File: src/rtl/mem_port_arbiter.sv
// mem_port_arbiter
//   Round-robin arbiter that multiplexes N_CH requesters onto one memory port.
//   One transaction is accepted per cycle.
//   Each accept is issued to memory on the next cycle.
//   The response returns to the issuing channel MEM_LAT cycles after issue.
//
// Ports
//   clk, rst_n            clock, synchronous active-low reset
//   req_valid/ready       per-channel handshake (ready is one-hot or zero)
//   req_addr/wdata/we     per-channel request payload, channel i at slice i
//   resp_valid            one-cycle pulse to the issuing channel
//   resp_rdata            shared read data (zero for write acks)
//   mem_addr/mem_data_i   registered memory address / write data
//   mem_data_en           registered memory access enable
//   mem_write_en          registered memory write enable
//   mem_data_o            memory read data, valid MEM_LAT cycles after enable
//
// Optional build macro
//   MEM_ARB_LOCK_EN adds a req_lock input.
//   A channel that is accepted with req_lock set owns the port.
//   It keeps the port until it is accepted with req_lock clear.
module mem_port_arbiter #(
  parameter int N_CH    = 4,
  parameter int ADDR_W  = 16,
  parameter int DATA_W  = 32,
  parameter int MEM_LAT = 1
) (
  input  logic                     clk,
  input  logic                     rst_n,
  input  logic [N_CH-1:0]          req_valid,
  output logic [N_CH-1:0]          req_ready,
  input  logic [N_CH*ADDR_W-1:0]   req_addr,
  input  logic [N_CH*DATA_W-1:0]   req_wdata,
  input  logic [N_CH-1:0]          req_we,
`ifdef MEM_ARB_LOCK_EN
  input  logic [N_CH-1:0]          req_lock,
`endif
  output logic [N_CH-1:0]          resp_valid,
  output logic [DATA_W-1:0]        resp_rdata,
  output logic [ADDR_W-1:0]        mem_addr,
  output logic [DATA_W-1:0]        mem_data_i,
  input  logic [DATA_W-1:0]        mem_data_o,
  output logic                     mem_data_en,
  output logic                     mem_write_en
);

  localparam int CH_W = $clog2(N_CH);

  logic [CH_W-1:0] ptr;
  logic [N_CH-1:0] elig;
  logic            grant_any;
  logic [CH_W-1:0] grant_id;
  logic            ptr_adv;

`ifdef MEM_ARB_LOCK_EN
  typedef enum logic {UNLOCKED, LOCKED} lock_state_t;
  lock_state_t     lock_state;
  logic [CH_W-1:0] owner;

  // While locked, only the owner may compete for the port.
  always_comb begin
    elig = '0;
    if (rst_n) begin
      if (lock_state == LOCKED) elig[owner] = req_valid[owner];
      else                      elig = req_valid;
    end
  end

  always_ff @(posedge clk) begin
    if (!rst_n) begin
      lock_state <= UNLOCKED;
      owner      <= '0;
    end else if (grant_any) begin
      case (lock_state)
        UNLOCKED: if (req_lock[grant_id]) begin
          lock_state <= LOCKED;
          owner      <= grant_id;
        end
        LOCKED: if (!req_lock[grant_id]) lock_state <= UNLOCKED;
        default: lock_state <= UNLOCKED;
      endcase
    end
  end

  // The pointer stays put for the whole locked sequence.
  // It moves only on an accept that leaves the port unlocked.
  assign ptr_adv = grant_any && !req_lock[grant_id];
`else
  // Accepts in a reset cycle would be dropped, so no grant is offered then.
  assign elig    = rst_n ? req_valid : '0;
  assign ptr_adv = grant_any;
`endif

  // Search from ptr upward and wrap from N_CH-1 to 0.
  always_comb begin
    int idx;
    idx       = 0;
    grant_any = 1'b0;
    grant_id  = '0;
    for (int i = 0; i < N_CH; i++) begin
      idx = int'(ptr) + i;
      if (idx >= N_CH) idx = idx - N_CH;
      if (!grant_any && elig[idx]) begin
        grant_any = 1'b1;
        grant_id  = CH_W'(idx);
      end
    end
  end

  always_comb begin
    req_ready = '0;
    if (grant_any) req_ready[grant_id] = 1'b1;
  end

  always_ff @(posedge clk) begin
    if (!rst_n)       ptr <= '0;
    else if (ptr_adv) ptr <= (grant_id == CH_W'(N_CH - 1)) ? '0 : grant_id + CH_W'(1);
  end

  // ---- p0: issue stage (accept -> memory port) ----
  logic            vld_p0;
  logic            we_p0;
  logic [CH_W-1:0] ch_p0;

  always_ff @(posedge clk) begin
    if (!rst_n) begin
      vld_p0     <= 1'b0;
      we_p0      <= 1'b0;
      ch_p0      <= '0;
      mem_addr   <= '0;
      mem_data_i <= '0;
    end else begin
      vld_p0 <= grant_any;
      we_p0  <= grant_any && req_we[grant_id];
      if (grant_any) begin
        ch_p0      <= grant_id;
        mem_addr   <= req_addr[int'(grant_id)*ADDR_W +: ADDR_W];
        mem_data_i <= req_wdata[int'(grant_id)*DATA_W +: DATA_W];
      end
    end
  end

  assign mem_data_en  = vld_p0;
  assign mem_write_en = we_p0;

  // ---- p1..pMEM_LAT: response tracking, aligned with memory read latency ----
  // Entry k holds the transaction that was issued k+1 cycles ago.
  logic            rvld_p [MEM_LAT];
  logic            rwe_p  [MEM_LAT];
  logic [CH_W-1:0] rch_p  [MEM_LAT];

  always_ff @(posedge clk) begin
    if (!rst_n) begin
      for (int k = 0; k < MEM_LAT; k++) begin
        rvld_p[k] <= 1'b0;
        rwe_p[k]  <= 1'b0;
        rch_p[k]  <= '0;
      end
    end else begin
      rvld_p[0] <= vld_p0;
      rwe_p[0]  <= we_p0;
      rch_p[0]  <= ch_p0;
      for (int k = 1; k < MEM_LAT; k++) begin
        rvld_p[k] <= rvld_p[k-1];
        rwe_p[k]  <= rwe_p[k-1];
        rch_p[k]  <= rch_p[k-1];
      end
    end
  end

  // ---- response: memory data is valid in this same cycle ----
  always_comb begin
    resp_valid = '0;
    resp_rdata = '0;
    if (rvld_p[MEM_LAT-1]) begin
      resp_valid[rch_p[MEM_LAT-1]] = 1'b1;
      if (!rwe_p[MEM_LAT-1]) resp_rdata = mem_data_o;
    end
  end

endmodule

File: config.mk
export PLATFORM = sky130hd
export DESIGN_NAME = mem_port_arbiter
export DESIGN_NICKNAME = d
export VERILOG_FILES = /design/src/rtl/mem_port_arbiter.sv
export SDC_FILE = /design/constraint.sdc
export NUM_CORES = 1
export LEC_CHECK = 0
export CAP_MARGIN = 25
export CORE_AREA = 2 2 124 126
export DETAILED_ROUTE_END_ITERATION = 8
export DIE_AREA = 0 0 126 128
export PLACE_DENSITY_LB_ADDON = 0.1
export RECOVER_POWER = 100
export SLEW_MARGIN = 20
export SYNTH_ARGS = -nofsm -noshare
export SYNTH_HDL_FRONTEND = slang
export SYNTH_SLANG_ARGS = --single-unit
File: constraint.sdc
create_clock -name clk -period 4.8 [get_ports clk]
set_clock_uncertainty 0.1 [all_clocks]
set_input_delay 1.2 -clock clk [delete_from_list [all_inputs] [get_ports clk]]
set_output_delay 1.2 -clock clk [all_outputs]
set_load 0.1 [all_outputs]
# [Word level (Yosys, flattened, before mapping)]
# Memory sizes are Yosys's and may differ from the RTL's.
# Cells that the tools add are included.
[classes] n_addsub=8 magnitude_cmp=12 n_eq_ne=1 shifts=2 n_mux=44 reduce_logical=12
[op_table] op="32-bit 2-to-1 mux" n=6
[op_table] op="32-bit by 4-bit < comparator with 1-bit output (second input constant)" n=4
[op_table] op="128-bit by 8-bit variable part select with 32-bit output" n=1
[op_table] op="64-bit by 7-bit variable part select with 16-bit output" n=1
[op_table] op="1-bit 2-to-1 mux" n=22
[op_table] op="2-bit 2-to-1 mux" n=6
[op_table] op="4-bit 2-to-1 mux" n=3
[op_table] op="3-bit by 3-bit subtractor with 4-bit output (second input constant)" n=3
[op_table] op="1-bit binary-select mux with 2-bit select" n=5
[op_table] op="3-bit >= comparator (second input constant)" n=3
[op_table] op="2-bit by 2-bit adder with 3-bit output (second input constant)" n=2
[op_table] op="1-bit logical AND" n=6
[op_table] op="2-bit by 3-bit < comparator with 1-bit output (second input constant)" n=2
[op_table] op="1-bit demux with 2-bit select" n=2
[op_table] op="2-bit by 1-bit >= comparator with 1-bit output (second input constant)" n=2
[op_table] op="2-bit by 3-bit subtractor with 4-bit output (second input constant)" n=1
[op_table] op="2-bit by 1-bit adder with 3-bit output (second input constant)" n=1
[op_table] op="2-bit by 3-bit >= comparator with 1-bit output (second input constant)" n=1
[op_table] op="1-bit logical NOT" n=3
[op_table] op="2-bit by 1-bit adder with 2-bit output (second input constant)" n=1
[op_table] op="2-bit equality test (second input constant)" n=1
[op_table] op="1-bit OR reduction" n=2
[op_table] op="2-bit OR reduction" n=1
[word_totals] reg_bits=54 mem_bits_rw=4 input_bits=234 out_inout_bits=90 wordCells=88 mem_count=3
[memory_table] memory="rch_p" depth=1 width=2 rd=1 rd_ports_with_merged_regs=0 wr=1 line_no="150" rtl="logic [CH_W-1:0] rch_p [MEM_LAT];"
[memory_table] memory="rvld_p" depth=1 width=1 rd=1 rd_ports_with_merged_regs=0 wr=1 line_no="148" rtl="logic rvld_p [MEM_LAT];"
[memory_table] memory="rwe_p" depth=1 width=1 rd=1 rd_ports_with_merged_regs=0 wr=1 line_no="149" rtl="logic rwe_p [MEM_LAT];"

# [Depth between registers and ports, before layout]
[depth] ltp_word=20 depth_mapped=10 depth_no_buf=7

# [Worst setup path before layout]
# OpenSTA, ideal clock, no wires.
[synth_timing] path_kind="input port to output port" start="in req_valid[2]" end="out req_ready[0]" arrival_time_ns=3.317 t_required_ns=3.500 setup_slack_ns=0.183 path_stages=8 path_buffers=3 cell_sequence="nor2b_1 > a211o_1 > nand3_1 > buf_2 > buf_2 > buf_1 > ha_1 > and2_1"
[synth_via] elab_chain_cells=19 word_cells_on_any_way=33 classes_between="order compare: 2; mux: 24; reduce/logical: 7"
[synth_rtl] item="from (decl)" line_no="30" rtl="input logic [N_CH-1:0] req_valid,"
[synth_rtl] item="4-bit 2-to-1 mux *" line_no="90" rtl="assign elig = rst_n ? req_valid : '0;"
[synth_rtl] item="1-bit binary-select mux with 2-bit select" line_no="103" rtl="if (!grant_any && elig[idx]) begin"
[synth_rtl] item="1-bit 2-to-1 mux (not written as such) (2 in a row)" line_no="103"
[synth_rtl] item="1-bit 2-to-1 mux" line_no="103"
[synth_rtl] item="1-bit logical NOT" line_no="103"
[synth_rtl] item="1-bit logical AND" line_no="103"
[synth_rtl] item="1-bit 2-to-1 mux" line_no="103"
[synth_rtl] item="1-bit logical NOT" line_no="103"
[synth_rtl] item="[2 not listed]"
[synth_rtl] item="1-bit logical NOT" line_no="103"
[synth_rtl] item="1-bit logical AND" line_no="103"
[synth_rtl] item="2-bit 2-to-1 mux" line_no="103"
[synth_rtl] item="2-bit by 3-bit < comparator with 1-bit output (not written as such) / 2-bit by 1-bit >= comparator with 1-bit output (equally long branches)" line_no="112" rtl="if (grant_any) req_ready[grant_id] = 1'b1;"
[synth_rtl] item="1-bit logical AND (not written as such)" line_no="112"
[synth_rtl] item="1-bit 2-to-1 mux (not written as such)" line_no="112"
[synth_rtl] item="1-bit demux with 2-bit select" line_no="112"
[synth_rtl] item="4-bit 2-to-1 mux *" line_no="112"
[synth_rtl] item="to (decl)" line_no="31" rtl="output logic [N_CH-1:0] req_ready,"
# Every way passes the cells marked *; elsewhere a longest branch is shown, timed or not. The select of a mux whose other input is x is not followed.

# [Worst setup path after layout]
[layout_timing] start="in req_valid[1]" end="out req_ready[2]"
# Same word-level chain as after synthesis.

==> qor.log <==
INFO  finish         finalNetCount=1029
INFO  sta            rsz0062_at_grt=false
INFO  power_and_ir_drop design_power_total=0.00241W
INFO  power_and_ir_drop internal_power=0.00137W
INFO  power_and_ir_drop power.combinational.fraction=48.8%
INFO  floorplan      initial_core_util=25.5%
INFO  finish         fill_cells=1517
INFO  sta            timing.final.setup_violations=0
INFO  synthesis      ffs_latches_synth=58
INFO  synthesis      yosys.area.top_type_share=30.6%
INFO  worst_setup_path r2r_cells=8
INFO  clock_network  cts_buffers=9
INFO  synthesis      yosysTopAreaCell=dfxtp_1
INFO  synthesis      synth_top_cells_by_area=dfxtp_1 31%, nand2_1 10%, and2_1 7.1%, mux2i_1 6.6%, a32o_1 6.1%
INFO  grt            grt-ovfl-total=0
INFO  clock_network  cts.sinks=58
INFO  job            cap_violations=1
INFO  synthesis      asyncSetResetFlopFracSynth=0%
INFO  drt            routed_wirelength_normalized_by_instance_count=17.2µm
INFO  synthesis      count_of_flip_flops_with_a_built_in_enable_after_synthesis=0
INFO  power_and_ir_drop sw_frac_of_total=43.3%
INFO  clock_network  cts.hold.buffers_added=0
INFO  placement      dp_hpwl=12900µm
INFO  run_status     failing_checks=capacitance limit, slew limit
INFO  clock_network  cts_tree=yes
INFO  synthesis      yosys.area_share.xor_xnor=0%
INFO  clock_network  deepest_clock_path_buffer_count=2
INFO  drt            post_drt_via_cell_ratio=4.90
INFO  synthesis      synthesis.nets=733
INFO  drt            finalWirelength=16900µm
INFO  floorplan      core_region_area=14900µm²
INFO  synthesis      post_synth_inst_count=495
INFO  clock_network  clkTransAtPathRegs=50ps
INFO  placement      place.port_buffers=323
INFO  synthesis      yosysSeqAreaShare=30.6%
INFO  sta            timing.fmax=218MHz
INFO  grt            grt_antenna_before_repair=0
INFO  worst_setup_path timing.rr.end=mem_data_i[23]
INFO  power_and_ir_drop switchingPower=0.00104W
INFO  hold_path      whs_path_depth=2
INFO  worst_setup_path crit_path_capture_type=primary output
INFO  synthesis      yosys.cell_types.count=37
INFO  grt            first_global_vias=4759
INFO  drt            drt_iter0_markers=162
INFO  drt            detail_route.drc_violations=0
INFO  synthesis      post_synth_fa_ha_maj_area_fraction=1.32%
INFO  finish         layout.cell_area.non_filler=7250µm²
INFO  worst_setup_path timing.critical_path.arrival=3290ps
INFO  sta            worst_slew_pin_slew=1850ps
INFO  sta            final.min_clock_period=4590ps
INFO  sta            timing.slew.headroom=-23.4%
INFO  worst_setup_path crit_path_max_fanout=17
INFO  clock_network  worstSkewPairLatency=320ps
INFO  drt            via_count=4813
INFO  drt            firstDrtPassIters=4
INFO  sta            setup_slack=213ps
INFO  floorplan      fp.dieW=126µm
INFO  power_and_ir_drop ir_drop=0.000170V
INFO  floorplan      ioPinCount=324
INFO  finish         synthToLayoutAreaGrowth=91.1%
INFO  synthesis      mean_syn_cell_area=7.67µm²
INFO  sta            final.setup.tns=0ps
INFO  hold_path      hold_class=register to register
INFO  placement      gp_congestion=0.827
INFO  floorplan      die_height=128µm
INFO  grt            grt_use_total=19.5%
INFO  floorplan      die_area=16100µm²
INFO  synthesis      synth-compound-area-share=27.7%
INFO  synthesis      mappedNetlistArea=3800µm²
INFO  worst_setup_path critPathLaunchType=input port
INFO  finish         final-instance-count-excl-fill=983
INFO  sta            timing.final.hold_violations=0
INFO  synthesis      synth-simple-area-share=26.7%
INFO  power_and_ir_drop leakage=2.96nW
INFO  synthesis      yosysWarningCount=0
INFO  clock_network  clock_tree.root_cell=clkbuf_16
INFO  drt            ant_nets=0
INFO  hold_path      endpoint_of_the_worst_hold_timing_path=mem_data_i[2]
INFO  grt            grt_max_degree=51
INFO  power_and_ir_drop powerDensity=333nW/µm²
INFO  placement      placedInstanceArea=7120µm²
INFO  floorplan      floorplan.rows=45
INFO  worst_setup_path setup.reg_to_reg.worst_slack=2170ps
INFO  finish         antenna_cells_inserted=0
INFO  clock_network  ctsHtreeMaxLevel=3
INFO  grt            wire_length_of_the_first_global_routing_pass=25000µm
INFO  worst_setup_path crit_required=3500ps
INFO  placement      detailedPlace.worstSlack=82.8ps
INFO  hold_path      hold_path.startpoint=mem_data_i[2]
INFO  finish         layout-drive-gt1-share=4.78%
INFO  sta            drv_slew=51
INFO  placement      dpl.cell_count=968
INFO  run_status     outcome=complete, but fails checks
INFO  synthesis      post_synth_mux_area_share=7.19%
INFO  power_and_ir_drop clkPwrFrac=27.0%
INFO  synthesis      combinational_family_with_the_most_area_after_synthesis=compound AO/OA/AOI/OAI gates
INFO  sta            period_share=95.6%
INFO  synthesis      synth-main-ff-cell=dfxtp_1
INFO  worst_setup_path timing.rr.start=ptr[0]
INFO  power_and_ir_drop share_seq_of_total_power=24.2%
INFO  worst_setup_path path_class=input port to primary output
[cell families (layout without fill, tap and decap cells)]
| logic type | after synthesis | in the layout |
|---|---|---|
| AND/OR/NAND/NOR | 208 | 208 |
| AO/OA/AOI/OAI | 144 | 144 |
| flip-flops | 58 | 58 |
| buffers and inverters | 55 | 355 |
| multiplexers | 26 | 26 |
| adder cells (fa/ha/maj) | 4 | 4 |
[critical path, stage by stage]
cell and delay (ps):
clkdlybuf4s50_1 560, nor2b_1 120, a211o_1 320, o22ai_4 110, and2_4 320, inv_4 70, ha_1 200, and2_1 140
buf_4 230
[how the worst max path moves through the flow]
stage                  from            to  slack [ps]  depth (start not counted)
6_report       req_valid[1]  req_ready[2]         210                          9
2_1_floorplan  req_valid[2]  req_ready[0]         180                          8
5_1_grt        req_valid[1]  req_ready[2]          90                          9
3_5_place_dp   req_valid[1]  req_ready[2]          80                          9
4_1_cts        req_valid[1]  req_ready[2]          90                          9
3_3_place_gp   req_valid[3]  req_ready[0]         160                          9
[layout by cell type, fill, tap and decap left out, drive strengths merged, types with 2 or more instances in the layout]
cell type	Yosys	final
nand3	25	25
inv	4	4
a21oi	15	15
a32o	23	23
clkbuf	34	50
mux2i	25	25
o21ai	24	24
dlygate4sd3	0	54
and3	14	14
ha	4	4
nand2	103	103
a211o	2	2
nand2b	2	2
buf	17	13
clkdlybuf4s50	0	232
nand4	12	12
dfxtp	58	58
a211oi	26	26
o211ai	12	12
nor2b	5	5
o21a	12	12
a22oi	23	23
and2	43	43
o21bai	2	2
a31oi	2	2
[repair_timing]
item / 4_1_cts / 5_1_grt
endpoints found under the setup margin: 0 / 2
gates resized for setup: 0 / 1
buffers inserted: 0 / 0
[synthesized netlist by cell type, types with 3 or more instances]
| library cell | count |
|---|---|
| a211oi_1 | 26 |
| a21oi_1 | 15 |
| a22oi_1 | 23 |
| a32o_1 | 23 |
| and2_1 | 43 |
| and3_1 | 14 |
| buf_1 | 5 |
| buf_2 | 6 |
| buf_4 | 4 |
| clkbuf_1 | 34 |
| dfxtp_1 | 58 |
| ha_1 | 4 |
| inv_1 | 3 |
| mux2i_1 | 25 |
| nand2_1 | 103 |
| nand3_1 | 25 |
| nand4_1 | 12 |
| nor2b_1 | 5 |
| o211ai_1 | 12 |
| o21a_1 | 12 |
| o21ai_0 | 22 |
[area by class of cell]
cell class	instances	area (µm²)	area share (%)
Sequential cell	58	1160	16.0
Timing Repair Buffer	336	3120	43.0
Multi-Input combinational cell	382	2420	33.3
Inverter	4	17.5	0.242
Tap cell	188	235	3.24
Clock buffer	13	270	3.73
Clock inverter	2	35.0	0.483
[power by group through the flow]
stage | sequential, W | clock, W | combinational, W
3_3_place_gp | 0.000594 | 0 | 0.00122
3_5_place_dp | 0.000598 | 0 | 0.00122
4_1_cts | 0.000588 | 0.000670 | 0.00123
2_1_floorplan | 0.00104 | 0 | 0.000366
5_1_grt | 0.000593 | 0.000694 | 0.00124
6_report | 0.000584 | 0.000651 | 0.00118
[sequential cells by signal, indices dropped and copies added, names as in the netlist]
| name | flops |
|---|---|
| ch_p0 | 2 |
| mem_write_en | 1 |
| mem_addr | 16 |
| rch_p | 2 |
| rwe_p | 1 |
| ptr | 2 |
| mem_data_en | 1 |
| mem_data_i | 32 |
| rvld_p | 1 |
[through the flow]
stage	util, %	hold WS (ps)
global route	48.8	401
CTS	49.9	367
global placement	47.9	347
floorplan	-	328
detailed placement	47.9	351
finish	48.8	365
[routing by layer]
layer  share of wire [%]  wire length [µm]  track usage (%)  up-vias
li1                    -                 -                -     2392
met5                   0                 0                0        -
met1                  39              6610             21.6     2218
met2                  52              8710             36.1      176
met3                 6.9              1170             4.76       27
met4                 2.4               397             6.98        0
No activity file was read; power rests on OpenSTA's default activity.
